### config.mk
export PLATFORM = sky130hd
export DESIGN_NAME = load_store_unit
export DESIGN_NICKNAME = d
export VERILOG_FILES = /design/src/rtl/load_store_unit.sv
export SDC_FILE = /design/constraint.sdc
export NUM_CORES = 1
export LEC_CHECK = 0
export BUFFER_PORTS_ARGS = -buffer_cell sky130_fd_sc_hd__buf_2
export CELL_PAD_IN_SITES_DETAIL_PLACEMENT = 0
export CELL_PAD_IN_SITES_GLOBAL_PLACEMENT = 1
export CORE_UTILIZATION = 39
export DETAILED_ROUTE_END_ITERATION = 16
export PLACE_DENSITY = 0.93
export SYNTH_ARGS = -nofsm -noshare
export SYNTH_HDL_FRONTEND = slang
export SYNTH_SLANG_ARGS = --single-unit
### constraint.sdc
create_clock -name i_clk -period 4.1 [get_ports i_clk]
set_input_delay 0.41 -clock i_clk [delete_from_list [all_inputs] [get_ports i_clk]]
set_output_delay 0.41 -clock i_clk [all_outputs]
set_load 0.02 [all_outputs]
### src/rtl/load_store_unit.sv
// Memory-stage load/store unit: one outstanding word-aligned request on a
// valid/ready data port, load alignment/extension, and fault sequencing.
module load_store_unit #(
  parameter int TIMEOUT_CYCLES = 255
) (
  input  logic        i_clk,
  input  logic        i_rst_n,
  input  logic        i_valid,
  output logic        o_ready,
  input  logic        i_we,
  input  logic [2:0]  i_func3,
  input  logic [31:0] i_addr,
  input  logic [31:0] i_wdata,
  input  logic [4:0]  i_rd,
  output logic        o_mem_valid,
  input  logic        i_mem_ready,
  output logic [31:0] o_mem_addr,
  output logic        o_mem_we,
  output logic [3:0]  o_mem_wstrb,
  output logic [31:0] o_mem_wdata,
  input  logic        i_mem_rvalid,
  input  logic [31:0] i_mem_rdata,
  output logic        o_wb_valid,
  output logic [4:0]  o_wb_rd,
  output logic [31:0] o_wb_data,
  output logic        o_st_done,
  output logic        o_fault,
  output logic [1:0]  o_fault_cause,
  output logic [31:0] o_fault_addr
);

  typedef enum logic [2:0] {S_IDLE, S_REQ, S_WAIT, S_RESP, S_FAULT} state_e;

  localparam int            CW       = (TIMEOUT_CYCLES > 1) ? $clog2(TIMEOUT_CYCLES) : 1;
  localparam bit            TO_EN    = (TIMEOUT_CYCLES != 0);
  localparam logic [CW-1:0] CNT_LAST = CW'(TIMEOUT_CYCLES - 1);

  localparam logic [1:0] CAUSE_MISAL   = 2'd1;
  localparam logic [1:0] CAUSE_ILLEGAL = 2'd2;
  localparam logic [1:0] CAUSE_TIMEOUT = 2'd3;

  state_e        state_q, state_d;
  logic [31:0]   addr_q, addr_d;
  logic          we_q, we_d;
  logic [2:0]    func3_q, func3_d;
  logic [31:0]   wdata_q, wdata_d;
  logic [4:0]    rd_q, rd_d;
  logic [CW-1:0] cnt_q, cnt_d;
  logic [31:0]   ldata_q, ldata_d;
  logic [1:0]    cause_q, cause_d;

  logic        accept;
  logic        func3_legal;
  logic        misaligned;
  logic        timeout_hit;
  logic [31:0] rd_shifted;
  logic [31:0] ld_fmt;
  logic [3:0]  wstrb_fmt;
  logic [31:0] wdata_fmt;

  assign accept      = i_valid && (state_q == S_IDLE);
  assign timeout_hit = TO_EN && (cnt_q == CNT_LAST);

  // Acceptance checks operate on the live inputs, before capture.
  always_comb begin
    func3_legal = 1'b0;
    if (i_we) func3_legal = (i_func3 == 3'd0) || (i_func3 == 3'd1) || (i_func3 == 3'd2);
    else      func3_legal = (i_func3 == 3'd0) || (i_func3 == 3'd1) || (i_func3 == 3'd2) ||
                            (i_func3 == 3'd4) || (i_func3 == 3'd5);
    misaligned = ((i_func3[1:0] == 2'b01) && i_addr[0]) ||
                 ((i_func3[1:0] == 2'b10) && (i_addr[1:0] != 2'b00));
  end

  // Load data: move the addressed byte lane to bit 0, then extend.
  always_comb begin
    rd_shifted = i_mem_rdata >> {addr_q[1:0], 3'b000};
    case (func3_q)
      3'd0:    ld_fmt = {{24{rd_shifted[7]}}, rd_shifted[7:0]};
      3'd4:    ld_fmt = {24'd0, rd_shifted[7:0]};
      3'd1:    ld_fmt = {{16{rd_shifted[15]}}, rd_shifted[15:0]};
      3'd5:    ld_fmt = {16'd0, rd_shifted[15:0]};
      default: ld_fmt = rd_shifted;
    endcase
  end

  // Store data is replicated across lanes so the strobes pick the right copy.
  always_comb begin
    case (func3_q[1:0])
      2'b00: begin
        wstrb_fmt = 4'b0001 << addr_q[1:0];
        wdata_fmt = {4{wdata_q[7:0]}};
      end
      2'b01: begin
        wstrb_fmt = 4'b0011 << addr_q[1:0];
        wdata_fmt = {2{wdata_q[15:0]}};
      end
      default: begin
        wstrb_fmt = 4'b1111;
        wdata_fmt = wdata_q;
      end
    endcase
  end

  always_comb begin
    state_d = state_q;
    addr_d  = addr_q;
    we_d    = we_q;
    func3_d = func3_q;
    wdata_d = wdata_q;
    rd_d    = rd_q;
    cnt_d   = cnt_q;
    ldata_d = ldata_q;
    cause_d = cause_q;
    case (state_q)
      S_IDLE: begin
        if (accept) begin
          addr_d  = i_addr;
          we_d    = i_we;
          func3_d = i_func3;
          wdata_d = i_wdata;
          rd_d    = i_rd;
          if (!func3_legal) begin
            cause_d = CAUSE_ILLEGAL;
            state_d = S_FAULT;
          end else if (misaligned) begin
            cause_d = CAUSE_MISAL;
            state_d = S_FAULT;
          end else begin
            cnt_d   = '0;
            state_d = S_REQ;
          end
        end
      end
      S_REQ: begin
        cnt_d = cnt_q + 1'b1;
        if (i_mem_ready) begin
          cnt_d   = '0;
          state_d = we_q ? S_RESP : S_WAIT;
        end else if (timeout_hit) begin
          cause_d = CAUSE_TIMEOUT;
          state_d = S_FAULT;
        end
      end
      S_WAIT: begin
        cnt_d = cnt_q + 1'b1;
        if (i_mem_rvalid) begin
          ldata_d = ld_fmt;
          state_d = S_RESP;
        end else if (timeout_hit) begin
          cause_d = CAUSE_TIMEOUT;
          state_d = S_FAULT;
        end
      end
      S_RESP:  state_d = S_IDLE;
      S_FAULT: state_d = S_IDLE;
      default: state_d = S_IDLE;
    endcase
  end

  always_ff @(posedge i_clk or negedge i_rst_n) begin
    if (!i_rst_n) begin
      state_q <= S_IDLE;
      addr_q  <= '0;
      we_q    <= 1'b0;
      func3_q <= '0;
      wdata_q <= '0;
      rd_q    <= '0;
      cnt_q   <= '0;
      ldata_q <= '0;
      cause_q <= '0;
    end else begin
      state_q <= state_d;
      addr_q  <= addr_d;
      we_q    <= we_d;
      func3_q <= func3_d;
      wdata_q <= wdata_d;
      rd_q    <= rd_d;
      cnt_q   <= cnt_d;
      ldata_q <= ldata_d;
      cause_q <= cause_d;
    end
  end

  assign o_ready       = (state_q == S_IDLE);
  assign o_mem_valid   = (state_q == S_REQ);
  assign o_mem_addr    = {addr_q[31:2], 2'b00};
  assign o_mem_we      = (state_q == S_REQ) && we_q;
  assign o_mem_wstrb   = ((state_q == S_REQ) && we_q) ? wstrb_fmt : 4'd0;
  assign o_mem_wdata   = (state_q == S_REQ) ? wdata_fmt : 32'd0;
  assign o_wb_valid    = (state_q == S_RESP) && !we_q;
  assign o_wb_rd       = rd_q;
  assign o_wb_data     = ldata_q;
  assign o_st_done     = (state_q == S_RESP) && we_q;
  assign o_fault       = (state_q == S_FAULT);
  assign o_fault_cause = cause_q;
  assign o_fault_addr  = addr_q;

endmodule

==> results.json, run 1 <==
{
  "drt_pass1_iterations": 4,
  "core_um2": 15200,
  "post_cts_resized": 0,
  "synth_xor_area_frac": 0.00288,
  "synth_area_leaders": "dfrtp_1 (48%), mux2_2 (15%), mux2i_1 (5.3%)",
  "cts_root_buffer": "clkbuf_16",
  "via_count": 5008,
  "fin_crit_ns": 2.97,
  "start_util": 0.400,
  "path_class": "reg -> out",
  "grt_start_max_net_pins": 81,
  "place_congestion": 0.837,
  "cts_buffer_depth": 2,
  "crit_chain": "nand2b_1 > or2_2 > inv_1 > nand2_1 > a21oi_1 > buf_2",
  "fin_area_um2": 7810,
  "start_kind": "flip-flop",
  "synth.distinct_cells": 49,
  "max_freq_mhz": 337,
  "grt_use_met1": 0.252,
  "rsz0062_at_grt": "no",
  "dieHeight_um": 127,
  "hpwlAfterDp_mm": 12.0,
  "overflow": 0,
  "cts_max_level": 4,
  "synth_top_family_by_area": "multiplexers",
  "numCtsBuffers": 17,
  "synth.avg_cell_area_um2": 10.8,
  "hold_path.class": "in -> async",
  "cts_sinks": 118,
  "port_buffers": 252,
  "cp.arrival_ns": 2.56,
  "final_hold_viol_count": 0,
  "critPathMaxFanout": 25,
  "intPower_mw": 4.12,
  "ys_ff_latch": 118,
  "place_area_um2": 7210,
  "async_flop_share": 1.00,
  "fillers": 1420,
  "power.switching_mw": 2.99,
  "clock_latency_ns": 0.41,
  "wl_per_cell_um": 16.7,
  "synth_cells": 565,
  "final_nets": 888,
  "finalCritPeriodShare": 0.725,
  "post_cts_buffers": 0,
  "first_global_vias": 4854,
  "p_per_area_nw_per_um2": 910,
  "drt-total-wl_mm": 16.3,
  "final_antenna_net_count": 0,
  "ir_worst_vdd_v": 0.000511,
  "viasPerCell": 5.13,
  "post-route-drc-count": 0,
  "finalMaxSlewViolations": 0,
  "ys_warn_count": 0,
  "synth-compound-area-share": 0.105,
  "cts_hold_buf": 0,
  "comb_power_share": 0.460,
  "pwr-share-clk": 0.212,
  "drt-initial-drc-count": 226,
  "rows": 45,
  "p_leak_nw": 3.84,
  "yosysTopAreaCellShare": 0.485,
  "drv_cap": 0,
  "grt_first_pass_wirelength_mm": 25.7,
  "max_slew_margin": 0.223,
  "p_seq_frac": 0.328,
  "finalSetupTns_ns": 0,
  "required_ns": 3.69,
  "synthAdderAreaFrac": 0.00411,
  "synth-simple-area-share": 0.121,
  "netlist_area_um2": 6090,
  "drive_gt1_frac": 0.478,
  "grt_usage": 0.207,
  "clk_pin_slew_ns": 0.05,
  "cts_tree": "yes",
  "end_kind": "primary output",
  "final_cell_mix": "buf_2 (251), dfrtp_1 (118), mux2_2 (81), nor2_1 (55), nand2_1 (49)",
  "die_width_um": 127,
  "fin_skew_ns": 0.00588,
  "grt_use_met2": 0.347,
  "synth.area.mux_share": 0.206,
  "synth_ff_type": "dfrtp_1",
  "top_usage_layer": "met2",
  "synth.largest_area_cell": "dfrtp_1",
  "mostFrequentLayoutCell": "buf_2",
  "die-area_um2": 16100,
  "synthToLayoutAreaGrowth_pct": 28.3,
  "antenna_cells": 0,
  "ys_seq_area_frac": 0.485,
  "synth_edf_count": 0,
  "grt.met3_usage": 0.0654,
  "antenna_found_initial": 2,
  "critical-path-max-stage-delay_ns": 0.58,
  "cpMaxStageDelayCell": "dfrtp_1",
  "status": "completed",
  "ios": 255,
  "setup_viol": 0,
  "p_sw_frac": 0.421,
  "worstMarginPinSlew_ns": 1.17
}
## per-stage QoR
step	std cells	hold WS, ns	utilization	setup WS [ns]	total power [mW]
finish	977	0.160	0.514	1.13	7.11
global route	977	0.211	0.514	0.912	7.56
CTS	977	0.206	0.514	1.09	7.17
detailed placement	945	0.460	0.474	1.52	5.64
global placement	945	0.462	0.474	1.59	5.58
floorplan	566	0.114	-	1.88	4.81
## cell families after synthesis
kind of cell | after synthesis
simple gates | 156
flops | 118
mux | 114
compound gates | 95
buf+inv | 77
fa+ha+maj | 2
xor+xnor | 2
other cells | 1
## registers in the layout, indices dropped and copies added, names as in the netlist, 2 cells and up
register and count:
o_wb_data 32, o_fault_cause 2, o_fault_addr 32, wdata_q 32, func3_q 3, o_wb_rd 5, cnt_q 8, state_q 3
## per-layer routing
layer	up-vias	wire length, µm
met4	2	339
met3	29	1180
met2	220	7920
met5	-	8
met1	2401	6890
li1	2356	-
## cell type report
class	instances	area (µm²)	share of cell area
clock buffer	21	450	0.0577
clock inverter	11	150	0.0192
inverter	11	41.3	0.00529
multi-input combinational	371	2680	0.343
sequential	118	2950	0.378
tap	188	235	0.0301
timing repair buffer	257	1300	0.167
## cells in the mapped netlist (2+ instances only)
cell type,number
dfrtp_1,118
mux2_2,81
nor2_1,55
nand2_1,49
buf_4,39
a21oi_1,36
mux2i_1,32
and2_1,24
o22a_1,16
buf_2,14
o21ai_0,14
inv_1,11
clkbuf_1,9
o211ai_1,8
nand2b_1,6
a31oi_1,4
buf_1,3
nand3_1,3
o22ai_1,3
a22oi_1,2
and2b_1,2
and3_1,2
ha_1,2
nor2b_1,2
o21a_1,2
o21bai_1,2
o31ai_1,2
or2_2,2
xnor2_1,2
## power groups by stage
| stage | registers [mW] | clock network, mW | logic, mW |
|---|---|---|---|
| final | 2.34 | 1.51 | 3.27 |
| after global routing | 2.43 | 1.59 | 3.54 |
| after CTS | 2.34 | 1.54 | 3.30 |
| after detailed placement | 2.34 | 0 | 3.30 |
| after global placement | 2.32 | 0 | 3.26 |
| after floorplan | 2.54 | 0 | 2.26 |
## worst max-delay path, delay by kind of cell, from the launching register on
kind	cells	cell delay, ns
compound gates	1	0.17
buf+inv	2	0.57
simple gates	3	0.84
flops	1	0.58
## path summary, 6_finish.rpt
path                            cells past startpoint  slack (ns)             from          endpoint
worst max-delay path                                6        1.13       state_q[0]    o_mem_wstrb[0]
worst min-delay path                                1        0.16          i_rst_n      o_wb_data[5]
worst max register to register                      4        1.48  o_fault_addr[0]     o_wb_data[22]
worst min register to register                      2        0.48     o_wb_data[4]      o_wb_data[4]
max in group asynchronous                           2        3.09          i_rst_n      o_wb_data[3]
min in group i_clk                                  2        0.22       i_addr[10]  o_fault_addr[10]
Power figures use the tool's default switching activity.
==> inputs of run 2 (changes only) <==
Settings changed: CORE_UTILIZATION 39 to 36, PLACE_DENSITY 0.93 to 0.87.
Clock period 4.1 ns to 2.75 ns, I/O delays scaled along.
==> run 2 against run 1 <==
  * Setup slack worse by 0.87 ns
  * Sequential power is 45% higher
  * Count of clock-buffer cells in the layout is 1 lower
  * Global-route usage down 1.7 points
  * Design area grew 1.7%
  * Sequential share of layout area shrank 0.64 points
  * Combinational power up 56%
  * Register-to-register slack lost 0.76 ns
  * Highest routed layer is now met4
==> results.json, run 2 (synthesis results as in run 1) <==
{
  "status": "completed",
  "fillers": 1541,
  "cts_root_buffer": "clkbuf_16",
  "rows": 47,
  "required_ns": 2.48,
  "final_hold_viol_count": 0,
  "critical-path-max-stage-delay_ns": 0.50,
  "drive_gt1_frac": 0.486,
  "synthToLayoutAreaGrowth_pct": 30.5,
  "path_class": "reg -> out",
  "overflow": 0,
  "multi_input_area_um2": 2680,
  "antenna_cells": 0,
  "dpl.cell_count": 985,
  "viasPerCell": 4.90,
  "grt_start_max_net_pins": 62,
  "place_congestion": 0.786,
  "setup_viol": 0,
  "port_buffers": 252,
  "grt_first_pass_wirelength_mm": 25.6,
  "drt-total-wl_mm": 16.1,
  "p_per_area_nw_per_um2": 1340,
  "max_slew_margin": 0.493,
  "first_global_vias": 4921,
  "end_kind": "primary output",
  "antenna_found_initial": 0,
  "max_freq_mhz": 402,
  "finalSetupTns_ns": 0,
  "hpwlAfterDp_mm": 12.0,
  "core_um2": 16500,
  "wl_per_cell_um": 15.8,
  "finalMaxSlewViolations": 0,
  "cts_sinks": 118,
  "final_cell_mix": "buf_2 (251), dfrtp_1 (118), mux2_2 (81), nor2_1 (55), nand2_1 (49)",
  "fin_area_um2": 7950,
  "ios": 255,
  "grt_usage": 0.190,
  "drv_cap": 0,
  "clk_pin_slew_ns": 0.06,
  "place_area_um2": 7350,
  "cts_max_level": 4,
  "mostFrequentLayoutCell": "buf_2",
  "final_nets": 897,
  "p_leak_nw": 3.90,
  "min_path_cells": 2,
  "cts_tree": "yes",
  "numCtsBuffers": 17,
  "final_antenna_net_count": 0,
  "dieHeight_um": 132,
  "ir_worst_vdd_v": 0.000632,
  "worstMarginPinSlew_ns": 0.758,
  "cpMaxStageDelayCell": "dfrtp_1",
  "layout.cells.non_filler": 1018,
  "fin_crit_ns": 2.49,
  "rsz0062_at_grt": "no",
  "seq_area_um2": 2950,
  "die-area_um2": 17400,
  "die_width_um": 132,
  "clock_latency_ns": 0.42,
  "power_mw": 10.6,
  "cts_buffer_depth": 2,
  "fin_skew_ns": 0.00869,
  "start_util": 0.368,
  "hold_path.class": "in -> reg",
  "cp.arrival_ns": 2.21,
  "start_kind": "flip-flop",
  "finalCritPeriodShare": 0.904,
  "post-route-drc-count": 0,
  "post_cts_buffers": 0,
  "critPathMaxFanout": 11,
  "rr_worst_depth": 5,
  "drt_pass1_iterations": 4,
  "via_count": 4991,
  "drt-initial-drc-count": 208,
  "crit_chain": "nand2b_1 > or2_2 > inv_1 > nand2_1 > a21oi_1 > buf_2",
  "holdWs_ns": 0.0866
}
==> run 2: cell type report <==
type | count | share of cell area
Clock inverter | 12 | 0.0151
Timing Repair Buffer | 266 | 0.177
Tap cell | 220 | 0.0346
Inverter | 11 | 0.00520
Multi-Input combinational cell | 371 | 0.337
Clock buffer | 20 | 0.0587
Sequential cell | 118 | 0.372
==> run 2: worst max-delay path, delay by kind of cell, from the launching register on <==
family,cells,cell delay (ns)
AO/OA/AOI/OAI,1,0.14
buffers and inverters,2,0.43
AND/OR/NAND/NOR,3,0.72
flip-flops,1,0.50
==> run 2: per-stage QoR <==
stage	setup slack, ns	util
floorplan	0.669	-
global placement	0.709	0.445
detailed placement	0.653	0.445
CTS	0.195	0.481
global route	0.0374	0.481
finish	0.263	0.481
==> run 2: final timing paths <==
check	slack, ns	end	startpoint
max in group asynchronous	1.66	wdata_q[0]	i_rst_n
hold reg to reg	0.48	o_wb_data[7]	o_wb_data[7]
setup reg to reg	0.72	o_wb_data[29]	o_fault_addr[1]
min in group asynchronous	0.35	o_fault_addr[15]	i_rst_n
setup / recovery	0.26	o_mem_wstrb[2]	state_q[1]
hold / removal	0.09	o_fault_addr[18]	i_addr[18]
==> run 2: report_power, final <==
part           switching, mW  internal (mW)  leakage, nW
logic                   2.92           2.17         2.21
registers              0.773           2.61         1.40
clock network          0.822           1.33        0.284
==> run 2: routing by layer <==
layer  wire, µm  global-route usage
met1       6830               0.234
met2       7750               0.311
met3       1270              0.0596
met4        275              0.0736
met5          0                   0
==> run 2: repair_timing <==
action	CTS	global route
endpoints found under the hold margin	24	0
resized for setup	0	0
hold buffers	1	0
==> inputs of run 3 (changes only) <==
Settings changed: MAX_ROUTING_LAYER set to met4.
Clock period 2.75 ns to 2.5 ns, I/O delays scaled along.
==> run 3 against run 2 <==
  * Sequential share of layout area is essentially flat
  * Hold slack lost 0.026 ns
  * Non-clock buffer count grew 4
  * Design area grew 0.11%
  * Final cell count grew 0.39%
  * Largest cell class unchanged
  * Largest power group unchanged
  * Highest routed layer unchanged
==> results.json, run 3 (synthesis results as in run 1) <==
{
  "status": "completed",
  "rsz0062_at_grt": "no",
  "grt_usage": 0.203,
  "viasPerCell": 4.92,
  "synthToLayoutAreaGrowth_pct": 30.7,
  "cts_buffer_depth": 2,
  "mostFrequentLayoutCell": "buf_2",
  "cts_sinks": 118,
  "p_per_area_nw_per_um2": 1470,
  "via_count": 5032,
  "cp_top_family": "simple AND/OR/NAND/NOR gates",
  "path_class": "reg -> out",
  "max_freq_mhz": 432,
  "overflow": 0,
  "port_buffers": 252,
  "final_nets": 901,
  "final_hold_viol_count": 0,
  "grt_start_max_net_pins": 46,
  "multi_input_area_um2": 2680,
  "final_antenna_net_count": 0,
  "fin_crit_ns": 2.31,
  "hold_path.class": "in -> reg",
  "cts_tree": "yes",
  "clock_latency_ns": 0.41,
  "finalMaxSlewViolations": 0,
  "die_width_um": 132,
  "setup_viol": 0,
  "hpwlAfterDp_mm": 12.3,
  "antenna_cells": 0,
  "post-route-drc-count": 0,
  "start_util": 0.368,
  "place_area_um2": 7380,
  "required_ns": 2.25,
  "drt-total-wl_mm": 16.5,
  "finalCritPeriodShare": 0.925,
  "grt_first_pass_wirelength_mm": 26.5,
  "ir_worst_vdd_v": 0.000877,
  "ios": 255,
  "finalSetupTns_ns": 0,
  "fin_ws_ns": 0.187,
  "critPathMaxFanout": 11,
  "drv_cap": 0,
  "cts_root_buffer": "clkbuf_16",
  "worstMarginPinSlew_ns": 0.737,
  "antenna_found_initial": 0,
  "core_um2": 16500,
  "drt-initial-drc-count": 212,
  "crit_chain": "nand2b_1 > or2_2 > clkinvlp_4 > nand2_1 > a21oi_1 > buf_2",
  "cpMaxStageDelayCell": "dfrtp_2",
  "fillers": 1573,
  "dieHeight_um": 132,
  "seq_area_um2": 2960,
  "die-area_um2": 17400,
  "drt_pass1_iterations": 4,
  "max_slew_margin": 0.507,
  "p_leak_nw": 3.89,
  "clk_pin_slew_ns": 0.06,
  "end_kind": "primary output",
  "fin_area_um2": 7960,
  "critPathBufInv": 2,
  "fin_skew_ns": 0.00770,
  "start_kind": "flip-flop",
  "first_global_vias": 5020,
  "cp.arrival_ns": 2.06,
  "wl_per_cell_um": 16.1,
  "drive_gt1_frac": 0.491,
  "pre_cts_slack_ns": 0.437,
  "final_cell_mix": "buf_2 (251), dfrtp_1 (116), mux2_2 (81), nor2_1 (55), nand2_1 (49)",
  "rows": 47,
  "post_cts_buffers": 0,
  "numCtsBuffers": 17,
  "critical-path-max-stage-delay_ns": 0.47,
  "place_congestion": 0.818,
  "cts_max_level": 4
}
[run 3: changes by cell type in the layout (fill, tap and decap cells not counted)]
cell and delta:
clkinv_4 -5, buf_4 +4, clkinv_2 +4, clkinvlp_4 +3, dfrtp_1 -2, dfrtp_2 +2
clkbuf_1 +1, clkbuf_8 -1, inv_1 -1, inv_6 -1
[run 3: per-layer routing]
layer  global-route usage  up-vias  part of all wire
met4               0.0762        0             0.023
met3               0.0604       30             0.078
met2                0.325      221              0.48
li1                     -     2379                 -
met5                    -        -                 0
met1                0.241     2402              0.42
[run 3: stage by stage]
| stage | util | total power [mW] | instances | hold WS (ns) |
|---|---|---|---|---|
| after floorplan | - | 7.88 | 566 | -0.0456 |
| after global placement | 0.447 | 9.35 | 989 | 0.279 |
| after detailed placement | 0.447 | 9.45 | 989 | 0.274 |
| after CTS | 0.481 | 11.8 | 1022 | 0.0432 |
| after global routing | 0.481 | 12.4 | 1022 | 0.0428 |
| final | 0.481 | 11.7 | 1022 | 0.0606 |
[run 3: what timing repair did]
| item | CTS | global route |
|---|---|---|
| pin swaps | 0 | 0 |
| hold endpoints to repair | 37 | 0 |
| setup endpoints to repair | 1 | 5 |
| gates resized for setup | 1 | 2 |
| hold buffers | 1 | 0 |
[run 3: path summary, 6_finish.rpt]
kind                       slack, ns            start  depth (start not counted)               end
max                             0.19       state_q[1]                          6    o_mem_wstrb[2]
min                             0.06       i_addr[29]                          2  o_fault_addr[29]
max reg2reg                     0.46  o_fault_addr[1]                          5     o_wb_data[26]
min reg2reg                     0.47     o_wb_data[1]                          2      o_wb_data[1]
max in group asynchronous       1.40          i_rst_n                          3        func3_q[2]
min in group asynchronous       0.36          i_rst_n                          2     o_wb_data[13]
[run 3: power by group]
group	switching, mW	total (mW)	leakage [nW]	internal (mW)
sequential	0.818	3.70	1.40	2.88
clock	0.884	2.30	0.268	1.41
combinational	3.29	5.70	2.22	2.41
[run 3: cell type report]
type,instances,share of cell area
Tap cell,220,0.0346
Clock buffer,20,0.0574
Clock inverter,12,0.0129
Sequential cell,118,0.371
Multi-Input combinational cell,371,0.337
Inverter,11,0.00566
Timing Repair Buffer,270,0.181
